File: config.mk
export PLATFORM = sky130hd
export DESIGN_NAME = weight_fetch_controller
export DESIGN_NICKNAME = d
export VERILOG_FILES = /design/src/rtl/weight_fetch_controller.sv
export SDC_FILE = /design/constraint.sdc
export NUM_CORES = 1
export LEC_CHECK = 0
export CORE_MARGIN = 10
export CORE_UTILIZATION = 60
export DETAILED_ROUTE_END_ITERATION = 8
export PLACE_DENSITY = 0.86
export SLEW_MARGIN = 15
export SYNTH_ARGS = -nofsm -noshare
export SYNTH_HDL_FRONTEND = slang
export SYNTH_SLANG_ARGS = --single-unit
File: constraint.sdc
create_clock -name clk -period 7.8 [get_ports clk]
set_input_delay 0.78 -clock clk [delete_from_list [all_inputs] [get_ports clk]]
set_output_delay 0.78 -clock clk [all_outputs]
set_load 0.1 [all_outputs]
File: src/rtl/weight_fetch_controller.sv
// -----------------------------------------------------------------------------
// weight_fetch_controller
//
// Read sequencer that sits directly upstream of the weight block RAM. A start
// command selects a layer. The block then issues one read per cycle for every
// weight of that layer (address 0..COUNT-1) and captures the RAM's registered
// read data into a small skid FIFO. The FIFO head is presented downstream as a
// valid/ready stream of (weight, address, last).
//
// Read requests are credit-limited: a read is issued only while
// occupancy + in-flight + 1 <= FIFO_DEPTH. The 1-cycle RAM latency therefore
// can never overflow the FIFO, whatever the downstream backpressure.
//
// Ports
//   clk, rst_n          clock, synchronous active-low reset
//   i_start, i_layer    start command and layer code (01/10/11), used in IDLE
//   o_busy              high while a fetch is in progress (low in DONE)
//   o_done              one-cycle pulse after the last weight is accepted
//   o_error             one-cycle pulse for a start with layer code 00
//   o_ram_*             RAM read request (enable, rw=1 read, layer, address)
//   i_ram_*             RAM read response (valid, echoed address, data)
//   o_weight_*          output stream (valid, address, last, data)
//   i_weight_ready      output stream ready
// -----------------------------------------------------------------------------
module weight_fetch_controller #(
  parameter int DATA_WIDTH                    = 32,
  parameter int LAYER_WIDTH                   = 2,
  parameter int ADDR_WIDTH                    = 11,
  parameter int NUMBER_OF_INPUT_NODE          = 2,
  parameter int NUMBER_OF_HIDDEN_NODE_LAYER_1 = 32,
  parameter int NUMBER_OF_HIDDEN_NODE_LAYER_2 = 32,
  parameter int NUMBER_OF_OUTPUT_NODE         = 3,
  parameter int FIFO_DEPTH                    = 4
) (
  input  logic                   clk,
  input  logic                   rst_n,
  input  logic                   i_start,
  input  logic [LAYER_WIDTH-1:0] i_layer,
  output logic                   o_busy,
  output logic                   o_done,
  output logic                   o_error,
  output logic                   o_ram_enable,
  output logic                   o_ram_rw_select,
  output logic [LAYER_WIDTH-1:0] o_ram_layer,
  output logic [ADDR_WIDTH-1:0]  o_ram_addr,
  input  logic                   i_ram_valid,
  input  logic [ADDR_WIDTH-1:0]  i_ram_addr,
  input  logic [DATA_WIDTH-1:0]  i_ram_weight,
  output logic                   o_weight_valid,
  input  logic                   i_weight_ready,
  output logic [ADDR_WIDTH-1:0]  o_weight_addr,
  output logic                   o_weight_last,
  output logic [DATA_WIDTH-1:0]  o_weight
);

  // ---------------------------------------------------------------------------
  // Derived constants
  // ---------------------------------------------------------------------------
  localparam int PTR_W = $clog2(FIFO_DEPTH);
  localparam int OCC_W = PTR_W + 1;   // occupancy must represent FIFO_DEPTH
  localparam int CRD_W = OCC_W + 1;   // room for occupancy + in-flight + 1

  // Weights per layer: nodes x (fan-in + 1 bias)
  localparam logic [ADDR_WIDTH-1:0] CNT_HIDDEN1 =
    ADDR_WIDTH'(NUMBER_OF_HIDDEN_NODE_LAYER_1 * (NUMBER_OF_INPUT_NODE + 1));
  localparam logic [ADDR_WIDTH-1:0] CNT_HIDDEN2 =
    ADDR_WIDTH'(NUMBER_OF_HIDDEN_NODE_LAYER_2 * (NUMBER_OF_HIDDEN_NODE_LAYER_1 + 1));
  localparam logic [ADDR_WIDTH-1:0] CNT_OUTPUT =
    ADDR_WIDTH'(NUMBER_OF_OUTPUT_NODE * (NUMBER_OF_HIDDEN_NODE_LAYER_2 + 1));

  localparam logic [LAYER_WIDTH-1:0] LAYER_HIDDEN1 = LAYER_WIDTH'(1);
  localparam logic [LAYER_WIDTH-1:0] LAYER_HIDDEN2 = LAYER_WIDTH'(2);
  localparam logic [LAYER_WIDTH-1:0] LAYER_OUTPUT  = LAYER_WIDTH'(3);

  typedef enum logic [1:0] {
    S_IDLE  = 2'd0,
    S_FETCH = 2'd1,
    S_DRAIN = 2'd2,
    S_DONE  = 2'd3
  } state_t;

  function automatic logic [ADDR_WIDTH-1:0] layer_count(
    input logic [LAYER_WIDTH-1:0] layer
  );
    logic [ADDR_WIDTH-1:0] cnt;
    case (layer)
      LAYER_HIDDEN1: cnt = CNT_HIDDEN1;
      LAYER_HIDDEN2: cnt = CNT_HIDDEN2;
      LAYER_OUTPUT:  cnt = CNT_OUTPUT;
      default:       cnt = '0;
    endcase
    return cnt;
  endfunction

  // ---------------------------------------------------------------------------
  // Registers
  // ---------------------------------------------------------------------------
  state_t                 state_q;
  logic [LAYER_WIDTH-1:0] layer_q;
  logic [ADDR_WIDTH-1:0]  issue_cnt_q;   // number of addresses issued so far
  logic                   ram_en_q;
  logic [ADDR_WIDTH-1:0]  ram_addr_q;
  logic                   busy_q;
  logic                   done_q;
  logic                   error_q;

  logic [DATA_WIDTH-1:0]  fifo_weight_q [FIFO_DEPTH];
  logic [ADDR_WIDTH-1:0]  fifo_addr_q   [FIFO_DEPTH];
  logic                   fifo_last_q   [FIFO_DEPTH];
  logic [PTR_W-1:0]       wr_ptr_q;
  logic [PTR_W-1:0]       rd_ptr_q;
  logic [OCC_W-1:0]       occ_q;
  logic [OCC_W-1:0]       occ_d;

  // ---------------------------------------------------------------------------
  // Datapath control
  // ---------------------------------------------------------------------------
  logic [ADDR_WIDTH-1:0] cur_count;
  logic                  head_valid;
  logic                  head_last;
  logic                  push;
  logic                  push_last;
  logic                  pop;
  logic                  capture_window;
  logic [CRD_W-1:0]      credit_sum;
  logic                  credit_ok;

  always_comb begin
    cur_count      = layer_count(layer_q);
    head_valid     = (occ_q != '0);
    head_last      = fifo_last_q[rd_ptr_q];
    pop            = head_valid & i_weight_ready;
    capture_window = (state_q == S_FETCH) || (state_q == S_DRAIN);
    // The full guard never blocks a push under the credit rule; it only keeps
    // a misbehaving RAM from overwriting the head.
    push           = i_ram_valid & capture_window &
                     ((occ_q != OCC_W'(FIFO_DEPTH)) | pop);
    push_last      = (i_ram_addr == (cur_count - ADDR_WIDTH'(1)));

    occ_d = occ_q;
    if (push && !pop) begin
      occ_d = occ_q + OCC_W'(1);
    end else if (pop && !push) begin
      occ_d = occ_q - OCC_W'(1);
    end

    // The request decided now goes out next cycle. At that point the
    // occupancy is occ_d and the in-flight read is this cycle's request.
    credit_sum = CRD_W'(occ_d) + CRD_W'(ram_en_q) + CRD_W'(1);
    credit_ok  = (credit_sum <= CRD_W'(FIFO_DEPTH));
  end

  // ---------------------------------------------------------------------------
  // Control FSM with registered outputs
  // ---------------------------------------------------------------------------
  always_ff @(posedge clk) begin
    if (!rst_n) begin
      state_q     <= S_IDLE;
      layer_q     <= '0;
      issue_cnt_q <= '0;
      ram_en_q    <= 1'b0;
      ram_addr_q  <= '0;
      busy_q      <= 1'b0;
      done_q      <= 1'b0;
      error_q     <= 1'b0;
    end else begin
      done_q  <= 1'b0;
      error_q <= 1'b0;

      case (state_q)
        S_IDLE: begin
          ram_en_q <= 1'b0;
          if (i_start) begin
            if (i_layer != '0) begin
              // Address 0 always has credit: the FIFO is empty in IDLE.
              state_q     <= S_FETCH;
              layer_q     <= i_layer;
              busy_q      <= 1'b1;
              ram_en_q    <= 1'b1;
              ram_addr_q  <= '0;
              issue_cnt_q <= ADDR_WIDTH'(1);
            end else begin
              error_q <= 1'b1;
            end
          end
        end

        S_FETCH: begin
          if (issue_cnt_q == cur_count) begin
            // The final address is on the bus this cycle.
            state_q  <= S_DRAIN;
            ram_en_q <= 1'b0;
          end else if (credit_ok) begin
            ram_en_q    <= 1'b1;
            ram_addr_q  <= issue_cnt_q;
            issue_cnt_q <= issue_cnt_q + ADDR_WIDTH'(1);
          end else begin
            ram_en_q <= 1'b0;
          end
        end

        S_DRAIN: begin
          ram_en_q <= 1'b0;
          // The last-flagged entry is the final one of the layer. Once it is
          // the only entry and is accepted, nothing is left in the FIFO or in
          // flight.
          if (pop && head_last && (occ_q == OCC_W'(1)) && !push) begin
            state_q <= S_DONE;
            busy_q  <= 1'b0;
            done_q  <= 1'b1;
          end
        end

        S_DONE: begin
          ram_en_q <= 1'b0;
          state_q  <= S_IDLE;
        end

        default: begin
          state_q  <= S_IDLE;
          ram_en_q <= 1'b0;
          busy_q   <= 1'b0;
        end
      endcase
    end
  end

  // ---------------------------------------------------------------------------
  // Skid FIFO
  // ---------------------------------------------------------------------------
  always_ff @(posedge clk) begin
    if (!rst_n) begin
      wr_ptr_q <= '0;
      rd_ptr_q <= '0;
      occ_q    <= '0;
    end else begin
      if (push) begin
        wr_ptr_q <= wr_ptr_q + PTR_W'(1);
      end
      if (pop) begin
        rd_ptr_q <= rd_ptr_q + PTR_W'(1);
      end
      occ_q <= occ_d;
    end
  end

  // Storage needs no reset: the stream outputs are masked while empty.
  always_ff @(posedge clk) begin
    if (push) begin
      fifo_weight_q[wr_ptr_q] <= i_ram_weight;
      fifo_addr_q[wr_ptr_q]   <= i_ram_addr;
      fifo_last_q[wr_ptr_q]   <= push_last;
    end
  end

  // ---------------------------------------------------------------------------
  // Outputs
  // ---------------------------------------------------------------------------
  assign o_busy          = busy_q;
  assign o_done          = done_q;
  assign o_error         = error_q;
  assign o_ram_enable    = ram_en_q;
  assign o_ram_rw_select = 1'b1;
  assign o_ram_layer     = layer_q;
  assign o_ram_addr      = ram_addr_q;

  assign o_weight_valid  = head_valid;
  assign o_weight_addr   = head_valid ? fifo_addr_q[rd_ptr_q]   : '0;
  assign o_weight_last   = head_valid & fifo_last_q[rd_ptr_q];
  assign o_weight        = head_valid ? fifo_weight_q[rd_ptr_q] : '0;

endmodule

Yosys cells after proc, flatten, opt, wreduce, memory -nomap -nowiden
Memory sizes are Yosys's and may differ from the RTL's. A register that Yosys moved wholly into a read port is not among the register bits.
Index checks and enable logic that the tools add are counted.

cells by class
  $add $sub $neg = 8
  $mul = 0
  divide/modulo/power cells = 0
  order comparisons = 1
  equality and inequality tests = 16
  shifts and indexed selects = 0
  multiplexer cells = 39
  bitwise logic cells = 5
  reductions and logical operators = 20

operators with widths
  kind                                                  number
  2-to-1 mux 11 bit                                     9
  one-hot mux 11 bit (2 select lines)                   2
  one-hot mux 11 bit (3 select lines)                   1
  2-to-1 mux 32 bit                                     1
  == test 11 bit                                        2
  2-to-1 mux 2 bit                                      10
  adder 11 x 1 -> 11 bit (second input constant)        1
  2-to-1 mux 1 bit                                      11
  subtractor 11 x 1 -> 11 bit (second input constant)   1
  == test 2 bit (second input constant)                 4
  inequality test 2 bit (second input constant)         4
  one-hot mux 2 bit (4 select lines)                    1
  AND reduction 4 bit                                   2
  2-to-1 mux 3 bit                                      2
  AND reduction 3 bit                                   2
  nonzero test 2 bit                                    3
  logical AND 1 bit                                     5
  AND reduction 5 bit                                   1
  adder 2 x 1 -> 2 bit (second input constant)          2
  adder 3 x 1 -> 4 bit                                  1
  adder 4 x 1 -> 4 bit (second input constant)          1
  AND 1 bit                                             4
  == test 2 x 1 -> 1 bit (second input constant)        2
  <= comparator 4 x 3 -> 1 bit (second input constant)  1
  14 further kinds                                      16

word-level totals
  bits in registers = 37
  bits in latches = 0
  bits in writable memories = 176
  ROM bits = 0
  output and inout port bits = 63
  word-level logic and storage cells = 103
  memories kept = 3

memory list
  memory         words  bits a word  read ports  clocked after Yosys merged registers in  wr ports  line  RTL
  fifo_weight_q  4      32           1           1                                        1         107   logic [DATA_WIDTH-1:0] fifo_weight_q [FIFO_DEPTH];
  fifo_addr_q    4      11           1           1                                        1         108   logic [ADDR_WIDTH-1:0] fifo_addr_q [FIFO_DEPTH];
  fifo_last_q    4      1            1           1                                        1         109   logic fifo_last_q [FIFO_DEPTH];

Longest topological paths before layout
Gate-level depths: netlist of the first run.

  depth after elaboration = 14
  gate-level depth with buffers = 15

Worst setup path after synthesis of the first run
Ideal clock, no wire load.

  path type = reg2out
  start = reg occ_q[1]
  end = out o_weight[22]
  arrival = 2.724 ns
  path slack = 4.296 ns
  stages on the path, launching flop included = 6
  path through = dfxtp_1 > inv_1 > ha_1 > nand2b_4 > clkbuf_1 > and2_1

between the ends
  cells in the longest elaborated chain, start to end = 2

RTL lines
  what                    line  RTL
  start, declared         112   logic [OCC_W-1:0] occ_q;
  start signal, assigned  235   occ_q <= '0;
  start signal, assigned  243   occ_q <= occ_d;
  nonzero test 3 bit      130   head_valid = (occ_q != '0);
  via o_weight_valid      49    output logic o_weight_valid,
  2-to-1 mux 32 bit       270   assign o_weight = head_valid ? fifo_weight_q[rd_ptr_q] : '0;
  end, declared           53    output logic [DATA_WIDTH-1:0] o_weight

The timed path passes the listed nets, and every way through them passes these cells.

==> results of run 1 <==
[state kept, by name, summed over array words and instances, names as in the netlist, 2 cells and up, named ones only]
| register | count |
|---|---|
| o_ram_addr | 11 |
| wr_ptr_q | 2 |
| state_q | 2 |
| fifo_last_q | 4 |
| fifo_weight_q | 128 |
| issue_cnt_q | 11 |
| occ_q | 3 |
| o_ram_layer | 2 |
| rd_ptr_q | 2 |
| fifo_addr_q | 44 |
[worst min path at each step]
stage / to / slack [ps] / start / cells past startpoint
final: issue_cnt_q[9]$_SDFFE_PN0P_ / 500 / issue_cnt_q[9]$_SDFFE_PN0P_ / 2
after global routing: o_ram_addr[7]$_SDFFE_PN0P_ / 520 / o_ram_addr[7]$_SDFFE_PN0P_ / 2
after CTS: o_ram_addr[9]$_SDFFE_PN0P_ / 500 / o_ram_addr[9]$_SDFFE_PN0P_ / 2
after detailed placement: o_ram_addr[9]$_SDFFE_PN0P_ / 480 / o_ram_addr[9]$_SDFFE_PN0P_ / 2
after global placement: issue_cnt_q[8]$_SDFFE_PN0P_ / 460 / issue_cnt_q[8]$_SDFFE_PN0P_ / 2
after floorplan: issue_cnt_q[8]$_SDFFE_PN0P_ / 450 / issue_cnt_q[8]$_SDFFE_PN0P_ / 2
[synthesized netlist by cell type (6+ instances only)]
cell type,n
sky130_fd_sc_hd__a21oi_1,23
sky130_fd_sc_hd__a22oi_1,11
sky130_fd_sc_hd__and2_1,51
sky130_fd_sc_hd__buf_2,6
sky130_fd_sc_hd__clkbuf_1,15
sky130_fd_sc_hd__dfxtp_1,39
sky130_fd_sc_hd__edfxtp_1,176
sky130_fd_sc_hd__ha_1,17
sky130_fd_sc_hd__inv_1,16
sky130_fd_sc_hd__mux2i_1,7
sky130_fd_sc_hd__mux4_2,44
sky130_fd_sc_hd__nand2_1,19
sky130_fd_sc_hd__nand3_1,19
sky130_fd_sc_hd__nor2_1,20
sky130_fd_sc_hd__xnor2_1,6
sky130_fd_sc_hd__xor2_1,6
[cell type report]
cell class	instances	share of cell area (%)
Clock buffer	24	5.26
Clock inverter	16	1.94
Inverter	17	0.580
Multi-Input combinational cell	287	24.7
Sequential cell	215	55.2
Tap cell	184	2.09
Timing Repair Buffer	113	10.2
[per-layer routing]
layer | share of wire [%] | up-vias
met4 | 1.3 | 0
met5 | 0 | -
met1 | 40 | 2614
li1 | - | 2333
met3 | 7.7 | 23
met2 | 51 | 209
[power by group]
group / leakage (nW) / total (mW) / internal, mW / switching [mW]
registers: 1.91 / 1.49 / 1.37 / 0.120
clock network: 0.383 / 1.13 / 0.704 / 0.428
logic: 1.26 / 2.08 / 0.593 / 1.49
total: 3.55 / 4.70 / 2.66 / 2.04
[cells in the final DEF (no fill, tap or decap), drive strengths merged, types with 3 or more instances in the layout]
cell and n:
a21oi 23, inv 17, clkbuf 24, and2 51
a211oi 6, dfxtp 39, a31oi 4, nand3 19
nor2b 4, bufinv 5, clkinvlp 3, nor2 20
mux2i 7, nor3 3, nor4 4, nand4 4
edfxtp 176, clkdlybuf4s50 111, xor2 6, xnor2 6
o21ai 6, nand2b 6, a2111oi 3, a22oi 11
clkinv 8, nand2 20, mux4 44, ha 17
o21a 3
[cells by family after synthesis]
| kind of cell | count (synthesis) | share of synthesized area, % |
|---|---|---|
| other cells | 1 | 0.0418 |
| fa+ha+maj | 17 | 2.37 |
| flops | 215 | 67.6 |
| buf+inv | 45 | 2.22 |
| xor+xnor | 12 | 1.17 |
| simple gates | 138 | 8.44 |
| mux | 51 | 11.8 |
| compound gates | 68 | 6.38 |
[worst register-to-register path, stage by stage (launching register included)]
cell                       delay (ps)
sky130_fd_sc_hd__dfxtp_1          490
sky130_fd_sc_hd__inv_1            150
sky130_fd_sc_hd__ha_1             290
sky130_fd_sc_hd__nand2b_4         400
sky130_fd_sc_hd__o21a_1           290
sky130_fd_sc_hd__nor2_1            60
sky130_fd_sc_hd__nor2_1           110
sky130_fd_sc_hd__xnor2_1          170
sky130_fd_sc_hd__ha_1             310
sky130_fd_sc_hd__nor2_1           200
sky130_fd_sc_hd__a41oi_4          170
sky130_fd_sc_hd__o21ai_4          590
sky130_fd_sc_hd__a21oi_1          150
sky130_fd_sc_hd__o21a_1           220
==> run_summary.xml, run 1 <==
<?xml version="1.0" encoding="UTF-8"?>
<metrics>
  <group name="status">
    <metric name="outcome" unit="">finished clean</metric>
  </group>
  <group name="yosys">
    <metric name="synth.lib_cells_used.distinct" unit="">53</metric>
    <metric name="synth.avg_cell_area" unit="sq um">16.4</metric>
    <metric name="yosysTopAreaCellShare" unit="%">58.9</metric>
    <metric name="synth_top_cells_by_area" unit="">sky130_fd_sc_hd__edfxtp_1 59%, sky130_fd_sc_hd__mux4_2 11%, sky130_fd_sc_hd__dfxtp_1 8.7%, sky130_fd_sc_hd__and2_1 3.6%, sky130_fd_sc_hd__ha_1 2.4%</metric>
    <metric name="seq_area_frac_synth" unit="%">67.6</metric>
    <metric name="number_of_synthesized_flops_with_an_enable_pin" unit="">176</metric>
    <metric name="synth_area" unit="sq mm">0.00898</metric>
    <metric name="synthArstFlopShare" unit="%">0</metric>
    <metric name="syn_inst" unit="">547</metric>
    <metric name="ys_warn_count" unit="">0</metric>
    <metric name="synth_ff_type" unit="">sky130_fd_sc_hd__edfxtp_1</metric>
    <metric name="post-synth-top-area-cell" unit="">sky130_fd_sc_hd__edfxtp_1</metric>
    <metric name="nets_in_the_synthesized_netlist" unit="">614</metric>
    <metric name="synthesized_flop_and_latch_total" unit="">215</metric>
  </group>
  <group name="final_layout">
    <metric name="nNetsFinal" unit="">723</metric>
    <metric name="layout.cells.non_filler" unit="">856</metric>
    <metric name="layout-drive-gt1-share" unit="%">15.9</metric>
    <metric name="final_area" unit="sq mm">0.0110</metric>
    <metric name="antenna-diode-count" unit="">0</metric>
    <metric name="area.sequential" unit="sq mm">0.00607</metric>
    <metric name="area_growth" unit="%">22.6</metric>
    <metric name="multi_input_area" unit="sq mm">0.00272</metric>
    <metric name="nFillCells" unit="">803</metric>
    <metric name="layout.core_utilization" unit="%">75.4</metric>
  </group>
  <group name="place">
    <metric name="placed_instance_count" unit="">816</metric>
    <metric name="pre_cts_ws" unit="ps">4060</metric>
    <metric name="area_after_detailed_placement" unit="sq mm">0.0102</metric>
    <metric name="portBuffers" unit="">111</metric>
    <metric name="finalWeightedCongestion" unit="">0.899</metric>
    <metric name="dpl.hpwl" unit="um">11900</metric>
  </group>
  <group name="grt">
    <metric name="number_of_global_route_vias_before_repair" unit="">5406</metric>
    <metric name="grt_antenna_before_repair" unit="">0</metric>
    <metric name="grt_remaining_overflow" unit="">0</metric>
    <metric name="wire_length_of_the_first_global_routing_pass" unit="um">30500</metric>
    <metric name="groute.layer.met1.usage" unit="%">24.4</metric>
    <metric name="globalRouteTotalUtil" unit="%">18.9</metric>
    <metric name="grt.met3_usage" unit="%">4.47</metric>
    <metric name="grt_busiest_layer" unit="">met2</metric>
    <metric name="grt_use_met2" unit="%">32.1</metric>
    <metric name="grt_start_max_net_pins" unit="">51</metric>
  </group>
  <group name="worst_hold_path">
    <metric name="hp-class" unit="">register to register</metric>
  </group>
  <group name="routing">
    <metric name="wl_per_cell" unit="um">23.0</metric>
    <metric name="route.antenna.remaining_nets" unit="">0</metric>
    <metric name="routed_via_density" unit="">6.05</metric>
    <metric name="num_vias" unit="">5179</metric>
    <metric name="first_iter_violations" unit="">420</metric>
    <metric name="route.detailed.drc" unit="">0</metric>
    <metric name="firstDrtPassIters" unit="">5</metric>
    <metric name="finalWirelength" unit="um">19700</metric>
  </group>
  <group name="critical_path">
    <metric name="timing_worst_setup_path_type" unit="">register to output port</metric>
    <metric name="worst_setup_path_endpoint" unit="">o_weight_addr[9]</metric>
    <metric name="worst_reg2reg_path_endpoint" unit="">issue_cnt_q[0]$_SDFFE_PN0P_</metric>
    <metric name="cp_num_cells" unit="">3</metric>
    <metric name="worstPathMaxFanout" unit="">44</metric>
    <metric name="reg2reg_depth" unit="">13</metric>
    <metric name="rrSetupSlack" unit="ps">4100</metric>
    <metric name="worstPathRequired" unit="ps">7020</metric>
    <metric name="path_delay_family" unit="">buffers and inverters</metric>
    <metric name="crit_path_cell_trace" unit="">mux4_2 &gt; and2_1 &gt; clkdlybuf4s50_1</metric>
    <metric name="regToRegStartpoint" unit="">occ_q[1]$_SDFF_PN0_</metric>
    <metric name="critical-path-max-stage-delay" unit="ps">1170</metric>
    <metric name="critPathBufInv" unit="">1</metric>
    <metric name="critical_path_arrival" unit="ps">3370</metric>
    <metric name="setup.worst_path.end_class" unit="">output port</metric>
    <metric name="timing.critical_path.from_type" unit="">register</metric>
    <metric name="crit_path_top_delay_cell" unit="">sky130_fd_sc_hd__clkdlybuf4s50_1</metric>
  </group>
  <group name="power">
    <metric name="power.density" unit="mW/mm^2">427</metric>
    <metric name="p_leak" unit="nW">3.55</metric>
    <metric name="power.ir.vdd_worst" unit="V">0.000220</metric>
    <metric name="power" unit="mW">4.70</metric>
  </group>
  <group name="cts">
    <metric name="cts.clk_slew.worst_paths" unit="ps">60</metric>
    <metric name="cts.htree.levels" unit="">1</metric>
    <metric name="ctsRootBufferMaster" unit="">sky130_fd_sc_hd__clkbuf_16</metric>
    <metric name="cts_tree" unit="">yes</metric>
    <metric name="clock_tree.buffer_depth" unit="">3</metric>
    <metric name="setup_bufs_post_cts" unit="">0</metric>
    <metric name="cts.sink_count" unit="">215</metric>
    <metric name="worst_skew_pair.late_latency" unit="ps">490</metric>
    <metric name="post_cts_resize_count" unit="">0</metric>
    <metric name="cts.hold.buffers_added" unit="">0</metric>
    <metric name="num_cts_buffers" unit="">22</metric>
  </group>
  <group name="timing">
    <metric name="post-route-min-period" unit="ps">4150</metric>
    <metric name="pin_slew_with_the_least_headroom_to_its_limit" unit="ps">1180</metric>
    <metric name="fmaxAchievable" unit="MHz">241</metric>
    <metric name="fin_worst_hold_slack" unit="ps">496</metric>
    <metric name="drv_slew" unit="">0</metric>
    <metric name="timing.final.ws_setup" unit="ps">3650</metric>
    <metric name="layout_worst_path_cycle_share" unit="%">53.2</metric>
    <metric name="rsz_0062_raised_after_global_routing" unit="">false</metric>
    <metric name="max-slew-margin-rel" unit="%">21.3</metric>
    <metric name="totalNegativeSetupSlack" unit="ps">0</metric>
    <metric name="timing.clock.skew" unit="ps">9.31</metric>
    <metric name="final_hold_viol_count" unit="">0</metric>
    <metric name="report.final.setup_viol" unit="">0</metric>
  </group>
  <group name="die">
    <metric name="fp.dieArea" unit="sq mm">0.0203</metric>
    <metric name="design.portCount" unit="">113</metric>
    <metric name="standard_cell_rows" unit="">44</metric>
    <metric name="die_height" unit="um">142</metric>
    <metric name="initial_utilization" unit="%">61.5</metric>
    <metric name="core-area" unit="sq mm">0.0146</metric>
    <metric name="die_x" unit="um">142</metric>
  </group>
  <group name="run">
    <metric name="cap_viol_max_count" unit="">0</metric>
  </group>
</metrics>
(Power assumes the default switching activity.)
==> run 2: changes to the inputs <==
--- a/config.mk
+++ b/config.mk
@@ -6,9 +6,9 @@
 export NUM_CORES = 1
 export LEC_CHECK = 0
 export CORE_MARGIN = 10
-export CORE_UTILIZATION = 60
+export CORE_UTILIZATION = 50
 export DETAILED_ROUTE_END_ITERATION = 8
-export PLACE_DENSITY = 0.86
+export PLACE_DENSITY = 0.77
 export SLEW_MARGIN = 15
 export SYNTH_ARGS = -nofsm -noshare
 export SYNTH_HDL_FRONTEND = slang
==> constraint.sdc (replaced) <==
create_clock -name clk -period 3.6 [get_ports clk]
set_input_delay 0.36 -clock clk [delete_from_list [all_inputs] [get_ports clk]]
set_output_delay 0.36 -clock clk [all_outputs]
set_load 0.1 [all_outputs]
==> run_summary.xml, run 2 (synthesis gave the netlist of run 1 again) <==
<?xml version="1.0" encoding="UTF-8"?>
<metrics>
  <group name="cts">
    <metric name="cts.clk_slew.worst_paths" unit="ps">60</metric>
    <metric name="clock_tree.buffer_depth" unit="">3</metric>
    <metric name="post_cts_resize_count" unit="">0</metric>
    <metric name="setup_bufs_post_cts" unit="">0</metric>
    <metric name="cts.sink_count" unit="">215</metric>
    <metric name="worst_skew_pair.late_latency" unit="ps">500</metric>
    <metric name="cts.hold.buffers_added" unit="">0</metric>
    <metric name="cts.htree.levels" unit="">1</metric>
    <metric name="ctsRootBufferMaster" unit="">sky130_fd_sc_hd__clkbuf_16</metric>
    <metric name="cts_tree" unit="">yes</metric>
    <metric name="num_cts_buffers" unit="">22</metric>
  </group>
  <group name="grt">
    <metric name="globalRouteTotalUtil" unit="%">15.8</metric>
    <metric name="grt_start_max_net_pins" unit="">48</metric>
    <metric name="grt_remaining_overflow" unit="">0</metric>
    <metric name="wire_length_of_the_first_global_routing_pass" unit="um">30500</metric>
    <metric name="grt_antenna_before_repair" unit="">1</metric>
    <metric name="number_of_global_route_vias_before_repair" unit="">5553</metric>
  </group>
  <group name="timing">
    <metric name="layout_worst_path_cycle_share" unit="%">89.0</metric>
    <metric name="timing.final.ws_setup" unit="ps">395</metric>
    <metric name="rsz_0062_raised_after_global_routing" unit="">false</metric>
    <metric name="report.final.setup_viol" unit="">0</metric>
    <metric name="fmaxAchievable" unit="MHz">312</metric>
    <metric name="pin_slew_with_the_least_headroom_to_its_limit" unit="ps">1020</metric>
    <metric name="max-slew-margin-rel" unit="%">31.9</metric>
    <metric name="totalNegativeSetupSlack" unit="ps">0</metric>
    <metric name="timing.clock.skew" unit="ps">9.31</metric>
    <metric name="drv_slew" unit="">0</metric>
    <metric name="post-route-min-period" unit="ps">3210</metric>
    <metric name="final_hold_viol_count" unit="">0</metric>
    <metric name="fin_worst_hold_slack" unit="ps">469</metric>
  </group>
  <group name="power">
    <metric name="power.ir.vdd_worst" unit="V">0.000909</metric>
    <metric name="power.density" unit="mW/mm^2">904</metric>
    <metric name="power" unit="mW">9.95</metric>
    <metric name="p_leak" unit="nW">3.66</metric>
  </group>
  <group name="final_layout">
    <metric name="layout.core_utilization" unit="%">63.0</metric>
    <metric name="largest_register_ff_count" unit="">128</metric>
    <metric name="layout.cells.non_filler" unit="">909</metric>
    <metric name="layout_commonest_cell" unit="">sky130_fd_sc_hd__edfxtp_1</metric>
    <metric name="nNetsFinal" unit="">733</metric>
    <metric name="area_growth" unit="%">22.6</metric>
    <metric name="final_area" unit="sq mm">0.0110</metric>
    <metric name="largest-register" unit="">fifo_weight_q</metric>
    <metric name="layout-drive-gt1-share" unit="%">23.2</metric>
    <metric name="reg.largest.list" unit="">fifo_weight_q x128, fifo_addr_q x44</metric>
    <metric name="final_cell_mix" unit="">176 x sky130_fd_sc_hd__edfxtp_1, 66 x sky130_fd_sc_hd__clkdlybuf4s50_1, 53 x sky130_fd_sc_hd__buf_4, 47 x sky130_fd_sc_hd__and2_1, 44 x sky130_fd_sc_hd__mux4_2</metric>
  </group>
  <group name="critical_path">
    <metric name="regToRegStartpoint" unit="">occ_q[1]$_SDFF_PN0_</metric>
    <metric name="timing.critical_path.from_type" unit="">register</metric>
    <metric name="critical_path_arrival" unit="ps">3600</metric>
    <metric name="worstPathRequired" unit="ps">3990</metric>
    <metric name="timing_worst_setup_path_type" unit="">register to register</metric>
    <metric name="crit_path_launch" unit="">occ_q[1]$_SDFF_PN0_</metric>
    <metric name="setup.worst_path.end_class" unit="">register</metric>
    <metric name="worstPathMaxFanout" unit="">14</metric>
  </group>
  <group name="place">
    <metric name="placed_instance_count" unit="">867</metric>
    <metric name="portBuffers" unit="">111</metric>
    <metric name="dpl.hpwl" unit="um">12400</metric>
    <metric name="finalWeightedCongestion" unit="">0.847</metric>
    <metric name="pre_cts_ws" unit="ps">356</metric>
    <metric name="area_after_detailed_placement" unit="sq mm">0.0103</metric>
  </group>
  <group name="routing">
    <metric name="route.top_layer_used" unit="">met4</metric>
    <metric name="finalWirelength" unit="um">19000</metric>
    <metric name="num_vias" unit="">5119</metric>
    <metric name="firstDrtPassIters" unit="">4</metric>
    <metric name="drt-met1-wl" unit="um">8110</metric>
    <metric name="routed_via_density" unit="">5.63</metric>
    <metric name="met3_wirelength" unit="um">1190</metric>
    <metric name="dr_wl_met2" unit="um">9530</metric>
    <metric name="wl_per_cell" unit="um">20.9</metric>
    <metric name="route.detailed.drc" unit="">0</metric>
    <metric name="first_iter_violations" unit="">368</metric>
    <metric name="route.antenna.remaining_nets" unit="">0</metric>
  </group>
  <group name="die">
    <metric name="core-area" unit="sq mm">0.0175</metric>
    <metric name="design.portCount" unit="">113</metric>
    <metric name="die_x" unit="um">154</metric>
    <metric name="standard_cell_rows" unit="">48</metric>
    <metric name="fp.dieArea" unit="sq mm">0.0237</metric>
    <metric name="initial_utilization" unit="%">51.4</metric>
    <metric name="die_height" unit="um">154</metric>
  </group>
  <group name="run">
    <metric name="cap_viol_max_count" unit="">0</metric>
  </group>
  <group name="worst_hold_path">
    <metric name="hold_start" unit="">i_layer[1]</metric>
    <metric name="hp-class" unit="">input port to register</metric>
  </group>
  <group name="status">
    <metric name="outcome" unit="">finished clean</metric>
  </group>
</metrics>
## run 2: cell types whose count changed in the layout (fill, tap and decap cells not counted), moves of 3 or more
cell	previous run	this run
sky130_fd_sc_hd__buf_4	2	53
sky130_fd_sc_hd__bufinv_16	5	2
sky130_fd_sc_hd__clkdlybuf4s50_1	111	66
sky130_fd_sc_hd__clkbuf_8	0	3
sky130_fd_sc_hd__buf_12	0	4
## run 2: path summary, 6_finish.rpt
kind | to | slack (ps) | cells after the start
worst max-delay path | issue_cnt_q[0]$_SDFFE_PN0P_ | 390 | 14
worst min-delay path | o_error$_SDFF_PN0_ | 470 | 2
worst max register to register | issue_cnt_q[0]$_SDFFE_PN0P_ | 390 | 14
worst min register to register | issue_cnt_q[8]$_SDFFE_PN0P_ | 490 | 2
## run 2: power breakdown
| part | total (mW) | switching, mW | internal, mW |
|---|---|---|---|
| logic | 4.52 | 3.26 | 1.25 |
| registers | 3.16 | 0.198 | 2.96 |
| clock network | 2.27 | 0.905 | 1.37 |
## run 2: layout make-up
type                    count  area, sq um
diodes                      2         5.00
inverters                  17         63.8
well taps                 225          282
clock buffers              29          628
flip-flops and latches    215         6070
fillers                  1223         6460
repair buffers            123         1140
multi-input cells         287         2720
clock inverters            11          105
## run 2: metal layers
layer	vias to the layer above	GRT usage (%)
li1	2350	-
met1	2609	20.4
met2	142	26.3
met3	18	3.82
met4	0	3.46
met5	-	0
## run 2: critical path, stage by stage (launching register included)
cell,delay (ps)
sky130_fd_sc_hd__dfxtp_1,470
sky130_fd_sc_hd__inv_1,140
sky130_fd_sc_hd__ha_1,290
sky130_fd_sc_hd__nand2b_4,120
sky130_fd_sc_hd__o21a_1,180
sky130_fd_sc_hd__nor2_1,60
sky130_fd_sc_hd__nor2_1,140
sky130_fd_sc_hd__xnor2_1,160
sky130_fd_sc_hd__ha_1,290
sky130_fd_sc_hd__nor2_1,190
sky130_fd_sc_hd__a41oi_4,170
sky130_fd_sc_hd__o21ai_4,360
sky130_fd_sc_hd__buf_4,270
sky130_fd_sc_hd__a21oi_1,80
sky130_fd_sc_hd__o21a_1,170
